[src/rtl/shift_ser_ctrl.sv]
// shift_ser_ctrl: loads words into a universal shift register and shifts them out one bit per cycle
module shift_ser_ctrl #(
  parameter int WIDTH = 4,
  parameter int GAP_CYCLES = 1
) (
  input  logic             Clk,
  input  logic             Rst,
  input  logic             In_valid,
  output logic             In_ready,
  input  logic [WIDTH-1:0] In_data,
  input  logic             Dir,
  input  logic             Fill,
  input  logic             Stall,
  input  logic [WIDTH-1:0] DataOut,
  output logic             S1,
  output logic             S0,
  output logic             L,
  output logic             R,
  output logic [WIDTH-1:0] Datain,
  output logic             Ser_out,
  output logic             Ser_valid,
  output logic             Frame,
  output logic             Done
);
  localparam int CW = WIDTH > 1 ? $clog2(WIDTH) : 1;
  typedef enum logic [1:0] {IDLE, LOAD, SHIFT, GAP} state_t;
  state_t state;
  logic [CW-1:0] cnt;
  logic [3:0] gap_cnt;
  logic [WIDTH-1:0] word;
  logic dir;
  logic shifting, last;
  logic [WIDTH-1:0] pick;
  assign shifting = state == SHIFT && !Stall;
  assign last = cnt == CW'(WIDTH - 1);
  always_ff @(posedge Clk or posedge Rst)
    if (Rst) begin
      state <= IDLE;
      cnt <= '0;
      gap_cnt <= '0;
      word <= '0;
      dir <= 1'b0;
    end else
      case (state)
        IDLE: if (In_valid) begin
          word <= In_data;
          dir <= Dir;
          state <= LOAD;
        end
        LOAD: begin
          cnt <= '0;
          state <= SHIFT;
        end
        SHIFT: if (!Stall) begin
          cnt <= cnt + 1'b1;
          gap_cnt <= '0;
          if (last) state <= GAP_CYCLES == 0 ? IDLE : GAP;
        end
        GAP: begin
          gap_cnt <= gap_cnt + 1'b1;
          if (gap_cnt == 4'(GAP_CYCLES - 1)) state <= IDLE;
        end
        default: state <= IDLE;
      endcase
  // One-hot tap on the register's exit end for the captured direction
  assign pick = dir ? {1'b1, {(WIDTH-1){1'b0}}} : WIDTH'(1);
  assign Ser_out = |(DataOut & pick);
  assign In_ready = state == IDLE && !Rst;
  assign S1 = state == LOAD || (shifting && dir);
  assign S0 = state == LOAD || (shifting && !dir);
  assign L = Fill;
  assign R = Fill;
  assign Datain = word;
  assign Ser_valid = shifting;
  assign Frame = state == LOAD || state == SHIFT;
  assign Done = shifting && last;
endmodule

[config.mk]
export PLATFORM = sky130hd
export DESIGN_NAME = shift_ser_ctrl
export DESIGN_NICKNAME = d
export VERILOG_FILES = /design/src/rtl/shift_ser_ctrl.sv
export SDC_FILE = /design/constraint.sdc
export NUM_CORES = 1
export LEC_CHECK = 0
export CAP_MARGIN = 20
export CORE_MARGIN = 2
export CORE_UTILIZATION = 44
export CTS_CLUSTER_DIAMETER = 150
export CTS_CLUSTER_SIZE = 28
export DETAILED_ROUTE_END_ITERATION = 16
export PLACE_DENSITY = 0.77
export SETUP_SLACK_MARGIN = 0.2
export SLEW_MARGIN = 20
export SYNTH_ARGS = -nofsm -noshare
export SYNTH_HDL_FRONTEND = slang
export SYNTH_SLANG_ARGS = --single-unit
[constraint.sdc]
create_clock -name Clk -period 2.6 [get_ports Clk]
set_input_delay 0.39 -clock Clk [delete_from_list [all_inputs] [get_ports Clk]]
set_output_delay 0.39 -clock Clk [all_outputs]
set_load 0.01 [all_outputs]
# Yosys cells after proc, flatten, opt, wreduce, memory -nomap -nowiden
# Index checks and enable logic that the tools add are counted.
classes:
  bitwise: 1
  n_eq_ne: 8
  muxes: 10
  n_reduce_logical: 20
  add_sub_neg: 2
op_table:
  columns: ["cell", "count"]
  rows:
  - ["$mux W2", 5]
  - ["$mux W4", 2]
  - ["$ne A2 B2 Y1 const B", 4]
  - ["$pmux W2 S4", 1]
  - ["$pmux W4 S2", 1]
  - ["$eq A2 B2 Y1 const B", 3]
  - ["$reduce_and A2 Y1", 3]
  - ["$logic_and A1 B1 Y1", 5]
  - ["$add A4 B1 Y4 const B", 1]
  - ["$and A4 B4 Y4", 1]
  - ["$logic_not A4 Y1", 1]
  - ["$pmux W2 S2", 1]
  - ["$reduce_and A4 Y1", 1]
  - ["$reduce_bool A2 Y1", 2]
  - ["$reduce_or A4 Y1", 1]
  - ["$logic_not A1 Y1", 3]
  - ["$logic_or A1 B1 Y1", 3]
  - ["$add A2 B1 Y2 const B", 1]
  - ["$eq A2 B1 Y1 const B", 1]
  - ["$logic_not A2 Y1", 1]
totals:
  elab_cells: 46
  in_bits: 14
  out_inout_bits: 13
  ff_bits: 13

# Depth between registers and ports, before layout
depth:
  ltp_word: 4
  mapped_depth: 6
  depth_no_buf: 5

# Least setup slack after synthesis
# OpenSTA, ideal clock, no wires.
synth_timing:
  path_kind: "register to register"
  startpoint: "register gap_cnt[0]"
  endpoint: "register state[1]"
  path_slack_ns: 0.810
  path_stages_with_launch: 6
  arrival_ns: 1.665
  t_required_ns: 2.475
  setup_ns: 0.125
  n_path_buf: 0
  synth_period_minus_slack_ns: 1.790
  path_cell_list: "dfrtp_1 > inv_1 > ha_1 > or3b_4 > a2111oi_4 > mux2_4"
synth_via:
  elab_chain_len: 3
synth_lines:
  columns: ["item", "line_no", "text"]
  rows:
  - ["start, declared", "29", "logic [3:0] gap_cnt;"]
  - ["start signal, assigned", "60", "gap_cnt <= gap_cnt + 1'b1;"]
  - ["$logic_not A4 Y1", "61", "if (gap_cnt == 4'(GAP_CYCLES - 1)) state <= IDLE;"]
  - ["$ne A2 B2 Y1 (no line)", null, null]
  - ["$reduce_and A4 Y1 (no line)", null, null]
  - ["end signal, assigned", "57", "if (last) state <= GAP_CYCLES == 0 ? IDLE : GAP;"]
  - ["end, declared", "27", "state_t state;"]
# Every way passes these cells.
# A chain may end at the register's enable or synchronous reset.

# Worst setup path in the final report
layout_timing:
  startpoint: "register state[0]"
  endpoint: "output port S0"
layout_via:
  elab_chain_len: 4
  elab_cells_between_ends: 5
  cone_classes: "eq/ne: 2; reduce/logical: 3"
layout_lines:
  columns: ["item", "line_no", "text"]
  rows:
  - ["$eq A2 B2 Y1", "34", "assign shifting = state == SHIFT && !Stall;"]
  - ["$logic_and A1 B1 Y1", "34", null]
  - ["$logic_and A1 B1 Y1", "70", "assign S0 = state == LOAD || (shifting && !dir);"]
  - ["$logic_or A1 B1 Y1 (*)", "70", null]
  - ["end, declared", "16", "output logic S0,"]
# Mark *: on every way between the ends. The rest lies on a longest branch, timed or not.

==> summary.md <==
The most frequent standard cell in the layout excluding fill and tap cells was sky130_fd_sc_hd__clkdlybuf4s50_1. In this run the worst setup path begins at state[0]$_DFFE_PP0P_. The tightest min-delay check is of the in -> async type. The row count was 15; the first-pass GRT wire length was 2790 um. Measured along the y axis, the die boundary spans 47.5 um.

Before antenna repair, the detailed router went through 3 iterations. The number of different library cells used by synthesis comes to 23. The flip-flop and latch area is 325 um2, and the core footprint is 1750 um2. Across the routed clock network, the largest skew measured is 0.00168 ns. The placed instances occupy a cell area of 1060 um2. The endpoint of the worst setup timing path was S0.

Worst-path cell with the longest stage delay: sky130_fd_sc_hd__clkdlybuf4s50_1. The run finished with clean final reports. Setup violations remaining at the end of the flow were counted as 0. The critical setup path kind was reg -> out.

The tools report the max capacitance violation total as 0. The tools report the remaining design rule violation count as 0. In this run the tightest slew margin relative to its limit is 65.8%. The tools report the minimum setup slack among reg-to-reg paths as 0.73 ns. The total of flip-flops plus latches after synthesis is 13, and the number of top-level pins is 27.

Counting every instance in the synthesized netlist gives 74. For the worst setup path, the data required time is 2.21 ns. The end of the worst register-to-register path was state[1]$_DFFE_PP0P_. After layout, the design draws a total of 0.00123 W. The floorplan step set the die width to 47.5 um.

Aggregate routed wire length: 1620 um. For the post-detailed-route count of antenna-violating nets, the log shows 0. At the later pin of the worst-skew pair, clock insertion delay measures 0.28 ns.

Setup repair after global routing left no endpoint under its margin. TritonCTS built the clock tree. The clock net in this run drives a total of 13 sinks. Counting the fill cells in the layout gives 148.

The start of the worst register-to-register path was gap_cnt[0]$_DFFE_PP0P_. The tools report the number of pins with negative max-slew slack in the final report as 0. The area growth from synthesis to layout is 31.3%.

The via density per instance is 4.94. Summing every instance area after synthesis gives 832 um2. The number of hold buffers added after CTS was 0. The run gives 1 as the number of levels the H-tree was split into. Hold timing on the final database bottoms out at a slack of 0.465 ns.

The number of antenna diodes in the final layout is 0. Across all layers, the routed design uses 598 vias. The critical path runs through a total of 5 cells.

After layout, the minimum clock period comes to 2.23 ns. The mean post-synth cell area was 11.2 um2; the HPWL after detailed placement was 1290 um. In this run the clock root is driven by a sky130_fd_sc_hd__clkbuf_4. The floorplan step defined a die boundary enclosing 2250 um2. In the final layout, the share of cells above drive strength 1 is 18.8%.

The worst setup path is captured at an output port. The number of clock buffers added by TritonCTS is 3. Pin count of the biggest net entering global routing: 14. The routability-driven placement congestion ratio was 0.747; the sum of buffers and inverters on the critical path was 2. The number of buffers added on ports came out at 21. The final layout net count is 120, and the logic depth of the worst register-to-register path is 5. The number of warnings printed during yosys synthesis was 0; the slew of the pin with the lowest slew margin was 0.512 ns. The tools report the number of global-route vias before repair as 653. After the first detailed-routing iteration, the DRC count stood at 10. After clock tree synthesis, the clock-pin slew on the worst setup and hold paths is 0.08 ns.

The total routing usage reported by global routing was 18.3%; the initial antenna violation count was 0. The count of buffers added by post-CTS timing repair for setup is 0, and the maximum net fanout on the critical path is 5. Cells fill 62.6% of the core in the end. In the final routed layout, each cell accounts on average for 13.4 um. Kind of launch point of the worst setup path: a register. Traced cell by cell, the critical path runs through inv_2 > ha_1 > nor2b_4 > a21o_1 > clkdlybuf4s50_1. Of the available clock period, the critical path in the final layout requires 85.9%. The tools report the net count of the mapped netlist as 97. Initial cell density of the core: 47.7%. After routing the design area is 1090 um2. The worst-case IR drop observed on VDD is 0.713 mV.

Leaving out fill and tap cells, the most frequent cells in the layout are sky130_fd_sc_hd__clkdlybuf4s50_1 (21), sky130_fd_sc_hd__dfrtp_1 (13), sky130_fd_sc_hd__mux2_2 (9), sky130_fd_sc_hd__ha_1 (9), sky130_fd_sc_hd__inv_1 (5). The logs give 448 MHz for the maximum achievable frequency and 0.511 nW for the total leakage power. In this run the deepest clock path goes through 2 buffers. Power spread over the standard cell area amounts to 1130 nW/um2. The run gives 0 as the final hold violation count.

On the critical path the largest part of the delay comes from buffers and inverters. The multi-input combinational cells in the finished layout cover a total of 469 um2. Sequential cells were found to cover 39.1% of the synthesized design area. Summed over all layers, the global routing overflow is 0. In the final timing run, aggregate negative setup slack is 0 ns. Maximum cell stage delay along the critical path: 0.54 ns. The worst endpoint data arrival time came out at 1.84 ns.
flip-flops by register name, indices dropped and copies added, names as in the netlist:
signal	count
dir	1
state	2
gap_cnt	4
cnt	2
Datain	4
final cells by class:
class | count | share of cell area, %
sequential | 13 | 29.8
multi-input combinational | 51 | 43.0
timing repair buffer | 22 | 19.9
tap | 25 | 2.86
inverter | 6 | 2.06
clock buffer | 4 | 2.41
what timing repair did:
| action | CTS | global route |
|---|---|---|
| endpoints found under the setup margin | 1 | 3 |
| resized for setup | 1 | 2 |
| pin swaps | 0 | 0 |
stage by stage:
step | setup slack [ns] | cells
final | 0.366 | 121
after global routing | 0.254 | 121
after CTS | 0.254 | 121
after detailed placement | 0.425 | 117
after global placement | 0.460 | 117
after floorplan | 0.810 | 74
worst reg2reg max path: cells and delay by family (launching register included):
family / cells / cell delay [ns]
adder cells (fa/ha/maj): 1 / 0.13
AO/OA/AOI/OAI: 1 / 0.44
flip-flops: 1 / 0.42
buffers and inverters: 1 / 0.07
multiplexers: 1 / 0.33
AND/OR/NAND/NOR: 1 / 0.38
cells by family (layout without fill, tap and decap cells):
kind of cell / count (synthesis) / after routing / share of synthesized area, %
AOI/OAI and AO/OA: 12 / 12 / 12.5
adders and majority gates: 9 / 9 / 13.5
buffers and inverters: 10 / 32 / 5.41
DFF: 13 / 13 / 39.1
muxes: 12 / 12 / 16.4
and+or+nand+nor: 18 / 18 / 13.1
where the power goes:
group	internal, W	switching (W)
Sequential	0.000291	0.0000738
Combinational	0.000428	0.000311
Clock	0.0000596	0.0000702
Total	0.000779	0.000455
cell usage after synthesis (all sizes together):
cell type	count	share of area, %
a2111oi	1	3.3
a21o	3	2.7
a21oi	1	0.60
a22o	3	3.2
and2	3	2.3
and2b	1	0.90
buf	2	1.8
clkbuf	2	0.90
dfrtp	13	39
ha	9	14
inv	6	2.7
mux2	10	14
mux2i	2	2.4
nand2	2	0.90
nand3	2	1.2
nor2	2	0.90
nor2b	5	3.8
nor3b	2	1.8
o211ai	1	0.90
o21ai	3	1.8
or3b	1	1.4
metal layers:
layer | GRT usage, % | share of wire [%]
met3 | 2.64 | 3.0
met4 | 12.2 | 1.7
met2 | 30.3 | 53
met5 | 0 | 0
met1 | 21.9 | 42
how the worst min path moves through the flow:
| stage | slack, ns | start | endpoint | cells after the start |
|---|---|---|---|---|
| 2_1_floorplan | 0.27 | Rst | Datain[0]$_DFFE_PP0P_ | 1 |
| 5_1_grt | 0.54 | Rst | state[0]$_DFFE_PP0P_ | 2 |
| 3_3_place_gp | 0.49 | Datain[3]$_DFFE_PP0P_ | Datain[3]$_DFFE_PP0P_ | 1 |
| 6_report | 0.47 | Rst | state[0]$_DFFE_PP0P_ | 2 |
| 4_1_cts | 0.48 | Rst | state[0]$_DFFE_PP0P_ | 2 |
| 3_5_place_dp | 0.50 | Datain[0]$_DFFE_PP0P_ | Datain[0]$_DFFE_PP0P_ | 1 |
No activity file was read; power rests on OpenSTA's default activity.
==> RTL change 1: new RTL, same flow settings <==
`WIDTH`: 4 -> 8.
--- a/src/rtl/shift_ser_ctrl.sv
+++ b/src/rtl/shift_ser_ctrl.sv
@@ -2,3 +2,3 @@
 module shift_ser_ctrl #(
-  parameter int WIDTH = 4,
+  parameter int WIDTH = 8,
   parameter int GAP_CYCLES = 1
Ports: changed (resized DataOut, Datain and In_data); port bits go from 27 to 39. No check against the original RTL was run, so the function may have changed too.
==> RTL change 1 against the original RTL <==
Sequential cell count rose by 5. Area after synthesis up 22%. Design area rose by 23%. Setup slack lost 0.023 ns. First-iteration DRC count is 40% lower. Power rose by 22%. Routed wire length increased by 27%. Register-to-register slack gained 0.11 ns. Critical endpoint unchanged. Largest cell class unchanged.
==> RTL change 1: results (changes against the original RTL) <==
status=completed; Synth cell types=30 (+30%); Worst Hold Class=reg2reg; final worst path period need=2.26 ns (+0.0226 ns); hpwl dp=1630 um (+27%); crit path DAT=1.87 ns (+0.03 ns); I/O Buffers=29 (+38%); 1st-iter DRT viols=6 (-4); fin nets=155 (+29%); vias=767 (+28%); pre-CTS WS=0.443 ns (+0.0179 ns); first-pass GRT wire length=3290 um (+18%); DRT Pass-1 Iters=4 (+1); mux contribution to synthesized area=0.156 (-0.00816); Worst Skew=0.00164 ns (-0.0000396 ns); xor and xnor fraction of the mapped netlist area=0.00865 (+0.00865); sequential area share after synthesis=0.445 (+0.0540); Slew @ Worst Pin=0.685 ns (+0.173 ns); Clk pin slew, worst setup/hold paths=0.10 ns (+0.02 ns); synth cell count leaders=dfrtp_1, ha_1, mux2_2; routability cong.=0.778 (+4.1%); Compound-Gate Fraction of Synth Area=0.0964 (-0.0284); FF-to-FF setup slack=0.84 ns (+0.11 ns); GRT Total Usage=0.167 (-0.0159); Syn Nets=124 (+28%); pin count of the biggest net entering global routing=19 (+5); Max VDD drop=0.000742 V (+4.0%); final WL=2060 um (+27%); synth top area cells=dfrtp_1, ha_1, mux2_2; Post-Synth Adder-Cell Area=0.124 (-0.0117); share of layout cells above drive strength 1=0.149 (-0.0387)
==> RTL change 1: layout make-up <==
| class | count | area [sq um] |
|---|---|---|
| Clock buffer | 3 | 22.5 |
| Inverter | 10 | 37.5 |
| Fill cell | 184 | 847 |
| Multi-Input combinational cell | 60 | 500 |
| Tap cell | 28 | 35.0 |
| Timing Repair Buffer | 30 | 298 |
| Sequential cell | 18 | 450 |
==> RTL change 1: routing by layer <==
| layer | global-route usage | routed length (um) |
|---|---|---|
| met5 | 0 | 0 |
| met4 | 0.0658 | 33 |
| met3 | 0.0431 | 70 |
| met2 | 0.295 | 1080 |
| met1 | 0.189 | 872 |
==> RTL change 1: metrics by stage <==
step	power (uW)	instance area, sq um	instances	util	hold slack [ns]
after floorplan	1040	1010	92	-	0.329
after global placement	1340	1310	146	0.600	0.480
after detailed placement	1370	1310	146	0.600	0.492
after CTS	1510	1340	149	0.611	0.515
after global routing	1620	1340	149	0.613	0.541
final	1500	1340	149	0.613	0.507
==> RTL change 1: timing repair <==
item                                    in CTS  in global routing
endpoints found under the setup margin       3                  3
endpoints found under the hold margin        0                  0
resized for setup                            1                  2
gates cloned                                 0                  0
==> RTL change 1: path summary, 6_finish.rpt <==
kind | endpoint | from | cells past startpoint
setup / recovery | S0 | state[0] | 5
hold / removal | cnt[1] | cnt[1] | 2
setup reg to reg | state[1] | state[0] | 6
hold reg to reg | cnt[1] | cnt[1] | 2
max in group asynchronous | gap_cnt[2] | Rst | 2
min in group asynchronous | Datain[4] | Rst | 2
==> RTL change 1: power by group <==
part / internal, uW / switching, uW
logic: 490 / 375
registers: 409 / 93.5
clock network: 53.8 / 81.2
total: 952 / 550
==> RTL change 2: new RTL, config.mk and constraints unchanged <==
Made on the original files. Encoding of `state_t`: now one-hot (4 bits for 4 states).
--- a/src/rtl/shift_ser_ctrl.sv
+++ b/src/rtl/shift_ser_ctrl.sv
@@ -25,3 +25,3 @@
   localparam int CW = WIDTH > 1 ? $clog2(WIDTH) : 1;
-  typedef enum logic [1:0] {IDLE, LOAD, SHIFT, GAP} state_t;
+  typedef enum logic [3:0] {IDLE = 4'b0001, LOAD = 4'b0010, SHIFT = 4'b0100, GAP = 4'b1000} state_t;
   state_t state;
Function: no difference found for any inputs over 10 cycles, from zero or initial values and one cycle with Rst high; not proved beyond that.
==> RTL change 2 against the original RTL <==
Sequential cell count increased by 2. Area after synthesis shrank 1.7%. Fmax decreased by 1.9%. Via count grew 7.7%. Power shrank 19%. Die area fell by 1.5%. Design area increased by 1.1%. Setup slack got worse by 0.043 ns. Count of clock-buffer cells in the layout did not move. Routed wire length rose by 3.7%. Synthesized cell count increased by 5.4%.
==> RTL change 2: results (changes against the original RTL) <==
status=completed; synth top area cells=dfrtp_1, mux2_2, ha_1; DR DRC count=0 (unchanged); ANT cells=0 (unchanged); Max VDD drop=0.000545 V (-24%); share of layout cells above drive strength 1=0.202 (+0.0144); met2 WL=849 um (-1.3%); pin count of the biggest net entering global routing=16 (+2); I/O Buffers=21 (unchanged); 1st-iter DRT viols=4 (-6); routability cong.=0.732 (-2.1%); Worst Hold Class=in2async; hpwl dp=1300 um (+0.94%); first-pass GRT wire length=2610 um (-6.4%); Slew @ Worst Pin=0.533 ns (+0.0213 ns); async set-reset flop share out of synthesis=1.00 (unchanged); synth cell count leaders=dfrtp_1, inv_1, mux2_2; WL met3=52 um (+6.1%); DRT Pass-1 Iters=2 (-1); antenna violations before repair=0 (unchanged); Num CTS Buffers=3 (unchanged); GRT Total Usage=0.169 (-0.0133); Syn Nets=95 (-2.1%); Sw Ratio=0.345 (-0.0240); sequential area share after synthesis=0.460 (+0.0693); Synth Warn #=0 (unchanged); antenna viol nets, final=0 (unchanged); CP peak stage delay=0.60 ns (+0.06 ns); static power due to leakage=0.000518 uW (+1.4%); Clk Latency, worst-skew pair=0.27 ns; highest metal layer with signal wires=met4; pre-CTS WS=0.143 ns (-0.283 ns); slowest CP cell=clkdlybuf4s50_1; Filler Cells Inserted=145 (-2.0%); Clk pin slew, worst setup/hold paths=0.08 ns (about the same); number of global-route vias before repair=632 (-3.2%); Worst Skew=0.00242 ns (+0.000735 ns); final WL=1680 um (+3.7%); crit path DAT=1.89 ns (+0.05 ns); Max Fanout on Critical Path=6 (+1); fin nets=122 (+1.7%); clk buf depth=2 (unchanged); Synth cell types=34 (+48%); CP top delay family=simple AND/OR/NAND/NOR gates; Metal-1 WL=764 um (+12%); vias=644 (+7.7%); CTS root buffer=clkbuf_4; H-tree Lvls=1 (unchanged)
[RTL change 2: changes by cell type in the layout (fill, tap and decap cells not counted), sizes merged, moves of 3 or more]
cell / change
ha: -6
a21oi: +5
buf: +4
clkdlybuf4s50: -4
mux2: -4
nor2b: -4
or3: +4
a22o: -3
inv: +3
[RTL change 2: final cells by class]
| type | instances | area share |
|---|---|---|
| clock buffer | 4 | 0.0238 |
| inverter | 9 | 0.0306 |
| multi-input combinational | 50 | 0.350 |
| sequential | 15 | 0.341 |
| tap | 25 | 0.0283 |
| timing repair buffer | 26 | 0.227 |
[RTL change 2: through the flow]
stage	hold slack (ns)	cells	area (sq um)
3_5_place_dp	0.493	124	1060
2_1_floorplan	0.296	78	818
3_3_place_gp	0.488	124	1060
6_report	0.443	129	1100
4_1_cts	0.447	129	1090
5_1_grt	0.462	129	1100
[RTL change 2: metal layers]
metal,up-vias,track usage
li1,327,-
met1,306,0.225
met2,9,0.277
met3,2,0.0269
met4,0,0.0667
met5,-,0
[RTL change 2: path summary, 6_finish.rpt]
| kind | from | endpoint | slack, ns | cells after the start |
|---|---|---|---|---|
| max reg2reg | state[1] | gap_cnt[3] | 0.92 | 4 |
| max | state[1] | Ser_valid | 0.32 | 3 |
| min in group Clk | Datain[0] | Datain[0] | 0.51 | 1 |
| min reg2reg | Datain[0] | Datain[0] | 0.51 | 1 |
| max in group asynchronous | Rst | state[0] | 1.92 | 3 |
| min | Rst | Datain[2] | 0.44 | 3 |
[RTL change 2: worst register-to-register path, stage by stage (launching register included)]
cell and delay [ns]:
dfrtp_1 0.38, buf_4 0.17, or4b_4 0.55, or3_1 0.38, a21oi_2 0.14
[RTL change 2: repair_timing]
| action | 4_1_cts | 5_1_grt |
|---|---|---|
| buffers inserted | 1 | 0 |
| gates resized for setup | 2 | 4 |
| endpoints found under the setup margin | 3 | 2 |
[RTL change 2: cells by family (layout without fill, tap and decap cells)]
group,after synthesis,count (layout),synth area share
mux,7,7,0.0948
simple gates,23,23,0.180
buf+inv,13,39,0.0780
flops,15,15,0.460
fa+ha+maj,3,3,0.0459
compound gates,17,17,0.141
[RTL change 2: power groups by stage]
stage / Sequential (uW) / Combinational, uW / Clock, uW
3_3_place_gp: 405 / 447 / 0
6_report: 406 / 470 / 127
3_5_place_dp: 411 / 468 / 0
5_1_grt: 420 / 520 / 138
4_1_cts: 406 / 465 / 129
2_1_floorplan: 416 / 270 / 0
